==> src/rtl/bcd_to_excess3_serial_pkg.sv <==
// Shared definitions for the serial BCD to Excess-3 converter:
// bit-serial FSM state encoding and the Excess-3 offset.
package bcd_to_excess3_serial_pkg;

    // Each state names the bit position expected next and the carry into it.
    typedef enum logic [2:0] {
        S0   = 3'd0,
        S1C0 = 3'd1,
        S1C1 = 3'd2,
        S2C0 = 3'd3,
        S2C1 = 3'd4,
        S3C0 = 3'd5,
        S3C1 = 3'd6
    } e3_state_t;

    localparam logic [3:0] E3_OFFSET = 4'd3;

    function automatic logic [1:0] state_bit_idx(input e3_state_t st);
        logic [1:0] idx;
        case (st)
            S1C0, S1C1: idx = 2'd1;
            S2C0, S2C1: idx = 2'd2;
            S3C0, S3C1: idx = 2'd3;
            default:    idx = 2'd0;
        endcase
        return idx;
    endfunction

    function automatic logic [3:0] excess3_of(input logic [3:0] bcd);
        return bcd + E3_OFFSET;
    endfunction

endpackage

==> src/rtl/bcd_to_excess3_serial_e3_bit_fsm.sv <==
// Bit-serial adder of the constant 3 (addend bits 1,1,0,0, LSB first).
// Holds the state register; Z is Mealy and forced low when En is low.
module e3_bit_fsm
    import bcd_to_excess3_serial_pkg::*;
(
    input  logic       Clk,
    input  logic       Rst,
    input  logic       X,
    input  logic       En,
    output logic       Z,
    output logic [1:0] Bit_idx
);

    e3_state_t state;
    e3_state_t state_nxt;
    logic      z_raw;

    // Sum bit and carry for X plus the addend bit of the current position.
    always_comb begin
        z_raw     = 1'b0;
        state_nxt = S0;
        case (state)
            S0: begin
                z_raw     = ~X;
                state_nxt = X ? S1C1 : S1C0;
            end
            S1C0: begin
                z_raw     = ~X;
                state_nxt = X ? S2C1 : S2C0;
            end
            S1C1: begin
                z_raw     = X;
                state_nxt = S2C1;
            end
            S2C0: begin
                z_raw     = X;
                state_nxt = S3C0;
            end
            S2C1: begin
                z_raw     = ~X;
                state_nxt = X ? S3C1 : S3C0;
            end
            S3C0: begin
                z_raw     = X;
                state_nxt = S0;
            end
            S3C1: begin
                z_raw     = ~X;
                state_nxt = S0;
            end
            default: begin
                z_raw     = 1'b0;
                state_nxt = S0;
            end
        endcase
    end

    assign Z = En & z_raw;

    always_ff @(posedge Clk) begin
        if (Rst) begin
            state   <= S0;
            Bit_idx <= 2'd0;
        end else if (En) begin
            state   <= state_nxt;
            Bit_idx <= state_bit_idx(state_nxt);
        end
    end

endmodule

==> src/rtl/bcd_to_excess3_serial.sv <==
// Serial BCD (LSB first) to Excess-3 converter: streams Z per bit and
// assembles each completed digit into Digit_out with valid/error pulses.
module bcd_to_excess3_serial
    import bcd_to_excess3_serial_pkg::*;
(
    input  logic       Clk,
    input  logic       Rst,
    input  logic       X,
    input  logic       En,
    output logic       Z,
    output logic [1:0] Bit_idx,
    output logic [3:0] Digit_out,
    output logic       Digit_valid,
    output logic       Err
);

    logic [2:0] shift;
    logic       trk;
    logic       last_bit;
    logic       mid_bit;

    e3_bit_fsm u_fsm (
        .Clk     (Clk),
        .Rst     (Rst),
        .X       (X),
        .En      (En),
        .Z       (Z),
        .Bit_idx (Bit_idx)
    );

    assign last_bit = (Bit_idx == 2'd3);
    assign mid_bit  = (Bit_idx == 2'd1) || (Bit_idx == 2'd2);

    // Shift fills MSB-first so that after bit 2 it holds {z2, z1, z0}.
    // trk flags BCD 10..15 when combined with bit 3.
    always_ff @(posedge Clk) begin
        if (Rst) begin
            shift       <= 3'd0;
            trk         <= 1'b0;
            Digit_out   <= 4'd0;
            Digit_valid <= 1'b0;
            Err         <= 1'b0;
        end else begin
            Digit_valid <= 1'b0;
            Err         <= 1'b0;
            if (En) begin
                shift <= {Z, shift[2:1]};
                trk   <= mid_bit ? (trk | X) : 1'b0;
                if (last_bit) begin
                    Digit_out   <= {Z, shift};
                    Digit_valid <= 1'b1;
                    Err         <= X & trk;
                end
            end
        end
    end

endmodule

==> config.mk <==
export PLATFORM = sky130hd
export DESIGN_NAME = bcd_to_excess3_serial
export DESIGN_NICKNAME = d
export VERILOG_FILES = /design/src/rtl/bcd_to_excess3_serial_pkg.sv /design/src/rtl/bcd_to_excess3_serial_e3_bit_fsm.sv /design/src/rtl/bcd_to_excess3_serial.sv
export SDC_FILE = /design/constraint.sdc
export NUM_CORES = 1
export LEC_CHECK = 0
export ABC_AREA = 1
export CORE_MARGIN = 2
export CORE_UTILIZATION = 44
export CTS_CLUSTER_DIAMETER = 120
export DETAILED_ROUTE_END_ITERATION = 12
export GPL_TIMING_DRIVEN = 0
export PLACE_DENSITY = 0.71
export SLEW_MARGIN = 40
export SYNTH_ARGS = -nofsm -noshare
export SYNTH_HDL_FRONTEND = slang
export SYNTH_SLANG_ARGS = --single-unit
==> constraint.sdc <==
create_clock -name Clk -period 1.3 [get_ports Clk]
set_input_delay 0.26 -clock Clk [delete_from_list [all_inputs] [get_ports Clk]]
set_output_delay 0.26 -clock Clk [all_outputs]
set_load 0.005 [all_outputs]
* Yosys cells after proc, flatten, opt, wreduce, memory -nomap -nowiden
Index checks and enable logic that the tools add are counted. Widths: inputs -> output; s select.
Storage, ports and cells: register bits after elaboration 15, input port bits 4, output and inout bits 9, word-level logic and storage cells 46
Cells by class: equal/unequal tests 15, multiplexer cells 8, bitwise gates (word level) 6, reductions and logical operators 10
Operators with widths (number):
- $eq 3x3->1 const B | 6
- $pmux 3 s5 | 1
- $eq 3x2->1 const B | 4
- $reduce_or 2->1 | 4
- $eq 3x1->1 const B | 2
- $pmux 2 s3 | 1
- $reduce_or 3->1 | 2
- $eq 2x2->1 const B | 2
- $mux 2 | 2
- $reduce_or 4->1 | 1
- $logic_not 3->1 | 1
- $mux 3 | 1
- $not 1->1 | 3
- $and 1x1->1 | 2
- $eq 2x1->1 const B | 1
- $mux 1 | 2
- $pmux 1 s2 | 1
- $reduce_and 2->1 | 1
- $logic_or 1x1->1 | 1
- $or 1x1->1 | 1

* Logic depth before layout (Yosys ltp)
depth after elaboration 5, gate-level depth with buffers 12

* Cells and area by module
From an unflattened synthesis, not the netlist that was laid out.
Unflattened totals: cells, all modules 100, area total of the unflattened synthesis 750.7 um^2
Modules (own cells, without submodules):
- e3_bit_fsm | instances 1, cells an instance 53, area each 379.1 um^2, seq. area each 100.1 um^2
- bcd_to_excess3_serial | instances 1, cells an instance 47, area each 371.6 um^2, seq. area each 200.2 um^2

* Least setup slack after synthesis
Ideal clock, no wire load.
path type reg-to-reg, start reg u_fsm.state[1], end reg u_fsm.Bit_idx[1], arrival 1.309 ns, data required time 1.187 ns, slack -0.122 ns, cell stages (with the launch flop) 13, path buffers 0, clock period less this slack 1.422 ns, path through dfxtp_1 -> inv_2 -> nand2_1 -> nor2_1 -> o21ai_2 -> inv_1 -> ha_1 -> inv_1 -> nand2_1 -> nor2_1 -> nand3_1 -> nand3_2 -> a21oi_2
On the way: longest elaborated chain between the ends 5
Ends and longest elaborated chain:
- start, declared | line bcd_to_excess3_serial_e3_bit_fsm.sv:14 | e3_state_t state;
- start signal, assigned | line bcd_to_excess3_serial_e3_bit_fsm.sv:65 | state <= state_nxt;
- $eq 3x3->1, or another cell as far along | line bcd_to_excess3_serial_e3_bit_fsm.sv:22 | case (state)
- $pmux 3 s5 (*) | line bcd_to_excess3_serial_e3_bit_fsm.sv:22
- named net u_fsm.state_nxt[1] | line bcd_to_excess3_serial_e3_bit_fsm.sv:15 | e3_state_t state_nxt;
- $eq 3x3->1, or another cell as far along | line bcd_to_excess3_serial_pkg.sv:20 | case (st)
- $reduce_or 2->1 | line bcd_to_excess3_serial_pkg.sv:20
- $pmux 2 s3 (*) | line bcd_to_excess3_serial_pkg.sv:20
- end signal, assigned | line bcd_to_excess3_serial_e3_bit_fsm.sv:66 | Bit_idx <= state_bit_idx(state_nxt);
- end, declared | line bcd_to_excess3_serial_e3_bit_fsm.sv:11 | output logic [1:0] Bit_idx
The timed path passes the listed nets; every way through them passes the cells marked *. A chain may end at the register's enable or synchronous reset.

* Worst setup path after layout
Same ends and word-level chain as after synthesis.

==> flow_metrics.env <==
export IMPL_synth_area_top_cells="dfxtp_1 (41%), ha_1 (8.5%), nand2_1 (6.6%)"
export IMPL_synth_compound_area_share_pct=15.4
export IMPL_holdBufCountCts=0
export IMPL_relSlewSlack_pct=77.9
export IMPL_yosysTopAreaCellShare_pct=40.7
export IMPL_min_period_ps=1500
export IMPL_rsz0062_at_grt="true"
export IMPL_critical_path_class="register to register"
export IMPL_grt_pass1_wl_microns=2940
export IMPL_timing_fmax_mhz=668
export IMPL_violations="setup timing"
export IMPL_startpoint_type="register"
export IMPL_syn_area_sq_um=737
export IMPL_drt_iter0_markers=5
export IMPL_grt_usage_pct=21.1
export IMPL_yosysUniqueCellTypes=18
export IMPL_drv_slew=0
export IMPL_status="complete, but fails checks"
export IMPL_min_path_type="register to register"
export IMPL_synthMuxAreaShare_pct=0
export IMPL_netlist_instances=95
export IMPL_worst_ep_arrival_time_ps=1670
export IMPL_clock_latency_ps=290
export IMPL_yosysSeqAreaShare_pct=40.7
export IMPL_irDropWorstVdd_mv=0.600
export IMPL_htree_levels=1
export IMPL_final_layout_size_suffix_gt1_share_pct=48.0
export IMPL_hpwl_microns=1150
export IMPL_syn_num_nets=104
export IMPL_cts_made_buffers=3
export IMPL_die_w_microns=44.9
export IMPL_n_antenna_cell=0
export IMPL_syn_to_final_growth_pct=47.7
export IMPL_synth_edf_count=0
export IMPL_dpl_instance_area_sq_um=893
export IMPL_synth_top_family_by_area="simple AND/OR/NAND/NOR gates"
export IMPL_die_h_microns=44.9
export IMPL_avgViaCountPerCell=5.22
export IMPL_vias=725
export IMPL_ys_warn_count=0
export IMPL_cts_tree="built"
export IMPL_rrSetupSlack_ps=-200
export IMPL_core_sq_um=1540
export IMPL_cts_root_buffer="clkbuf_4"
export IMPL_min_period_over_period_pct=115
export IMPL_antenna_found_initial=0
export IMPL_post_route_cell_area_sq_um=1090
export IMPL_p_leak_nw=0.504
export IMPL_synth_xor_area_share_pct=0
export IMPL_synthArstFlopShare_pct=0
export IMPL_reg2regPathDepth=11
export IMPL_syn_avg_cell_area_sq_um=7.76
export IMPL_tightest_slew_ps=331
export IMPL_synth_fa_ha_area_share_pct=8.49
export IMPL_grt_start_max_net_pins=11
export IMPL_numPortBuffers=12
export IMPL_wl_microns=1800
export IMPL_firstDrtPassIters=4
export IMPL_path_clk_slew_ps=90
export IMPL_end_kind="register"
export IMPL_power_density_nw_per_um2=1000
export IMPL_required_ps=1470
export IMPL_synth_seq_cells=15
export IMPL_hold_path_end="Digit_out[3]$_SDFFE_PP0P_"
export IMPL_ioPinCount=13
export IMPL_nets=133
export IMPL_place_congestion=0.803
export IMPL_synth_common_cells="dfxtp_1 (15), nand2_1 (13), nor2_1 (13), inv_1 (11)"
export IMPL_cts_sinks=15
export IMPL_synth_simple_area_share_pct=27.7
export IMPL_setup_viol=4
export IMPL_worstReg2RegEnd="u_fsm.Bit_idx[1]$_SDFFE_PP0P_"
export IMPL_yosys_cell_count_top_type="dfxtp_1"
export IMPL_hold_depth=2
export IMPL_initial_core_util_pct=47.8
export IMPL_grt_ovfl_total=0
export IMPL_yosys_area_top_type="dfxtp_1"
export IMPL_wl_per_cell_microns=12.9
export IMPL_dieArea_sq_um=2020
export IMPL_hold_start="Digit_out[3]$_SDFFE_PP0P_"
export IMPL_synth_flop_cell="dfxtp_1"
export IMPL_pre_cts_ws_ps=-720
export IMPL_finalHoldViolCount=0
export IMPL_maxCapViolations=0
export IMPL_clock_path_buffers=2
export IMPL_r2r_start="u_fsm.state[1]$_SDFFE_PP0P_"
export IMPL_crit_fanout=4
export IMPL_drcViolationCount=0
export IMPL_fin_skew_ps=7.70
export IMPL_rows=14
export IMPL_grt_pass1_vias=666
export IMPL_ant_nets=0
export IMPL_post_route_worst_setup_slack_ps=-198
## report_power, final
group | total (mW) | internal [mW] | switching, mW
sequential | 0.511 | 0.484 | 0.0268
combinational | 0.308 | 0.145 | 0.163
clock | 0.272 | 0.119 | 0.152
total | 1.09 | 0.749 | 0.342
## per-layer routing
| metal | track usage [%] | vias up | wire [microns] |
|---|---|---|---|
| met5 | 0 | - | 0 |
| met4 | 8.82 | 0 | 31 |
| met3 | 7.20 | 4 | 88 |
| met2 | 33.4 | 18 | 889 |
| met1 | 26.0 | 339 | 789 |
| li1 | - | 364 | - |
## layout make-up
class | count | area (sq um)
Buffer | 1 | 7.51
Clock buffer | 4 | 26.3
Fill cell | 129 | 453
Inverter | 13 | 56.3
Multi-Input combinational cell | 66 | 464
Sequential cell | 15 | 317
Tap cell | 16 | 20.0
Timing Repair Buffer | 24 | 198
## repair_timing
action / CTS / global route
setup endpoints to repair: 11 / 4
pin swaps: 5 / 10
setup buffers: 8 / 4
resized for setup: 29 / 16
## cells by family after synthesis
logic type / after synthesis
AO/OA/AOI/OAI: 19
adder cells (fa/ha/maj): 5
buffers and inverters: 14
flip-flops: 15
AND/OR/NAND/NOR: 42
## cell usage in the layout (no fill, tap or decap), types with 2 or more instances in the layout
master and count:
nand3_1 4, inv_1 4, nand3_2 2, clkdlybuf4s50_1 2, dlygate4sd2_1 9, a21oi_1 5
o21ai_0 7, clkbuf_4 3, inv_4 3, nand2_2 9, a21oi_2 4, inv_2 6
dfxtp_4 3, dfxtp_2 4, nor2_4 4, buf_4 12, ha_1 3, dfxtp_1 8
o21ai_4 2, nor2_1 9, nand2_1 10
## state kept, by name, summed over array words and instances (netlist names)
name           cells
shift              3
trk                1
u_fsm.state        3
Digit_valid        1
Err                1
Digit_out          4
u_fsm.Bit_idx      2
## per-stage QoR
| stage | util (%) | instances | setup TNS, ps | hold WS (ps) | total power [mW] |
|---|---|---|---|---|---|
| floorplan | - | 95 | -50.3 | 322 | 0.649 |
| global placement | 58.0 | 123 | -3100 | 435 | 0.712 |
| detailed placement | 58.0 | 123 | -3330 | 436 | 0.719 |
| CTS | 65.3 | 135 | -493 | 443 | 1.03 |
| global route | 70.6 | 139 | -884 | 478 | 1.17 |
| finish | 70.6 | 139 | -568 | 463 | 1.09 |
## worst max-delay path by stage
| stage | from | to | slack [ps] | cells past startpoint |
|---|---|---|---|---|
| floorplan | u_fsm.state[1]$_SDFFE_PP0P_ | u_fsm.Bit_idx[1]$_SDFFE_PP0P_ | -50 | 12 |
| global placement | X | u_fsm.Bit_idx[1]$_SDFFE_PP0P_ | -700 | 13 |
| detailed placement | X | u_fsm.Bit_idx[1]$_SDFFE_PP0P_ | -720 | 13 |
| CTS | u_fsm.state[1]$_SDFFE_PP0P_ | u_fsm.Bit_idx[1]$_SDFFE_PP0P_ | -180 | 12 |
| finish | u_fsm.state[1]$_SDFFE_PP0P_ | u_fsm.Bit_idx[1]$_SDFFE_PP0P_ | -200 | 11 |
| global route | u_fsm.state[1]$_SDFFE_PP0P_ | Z | -280 | 6 |
## critical path, cell delays in order, from the launching register on
cell and delay [ps]:
dfxtp_4 380, nor2_4 160, nor2_4 60, o21ai_4 100, inv_2 70, ha_2 190, inv_2 50, nand2_2 50
nor2_2 90, nand3_1 90, nand3_2 90, a21oi_2 50
Power figures use the tool's default switching activity.
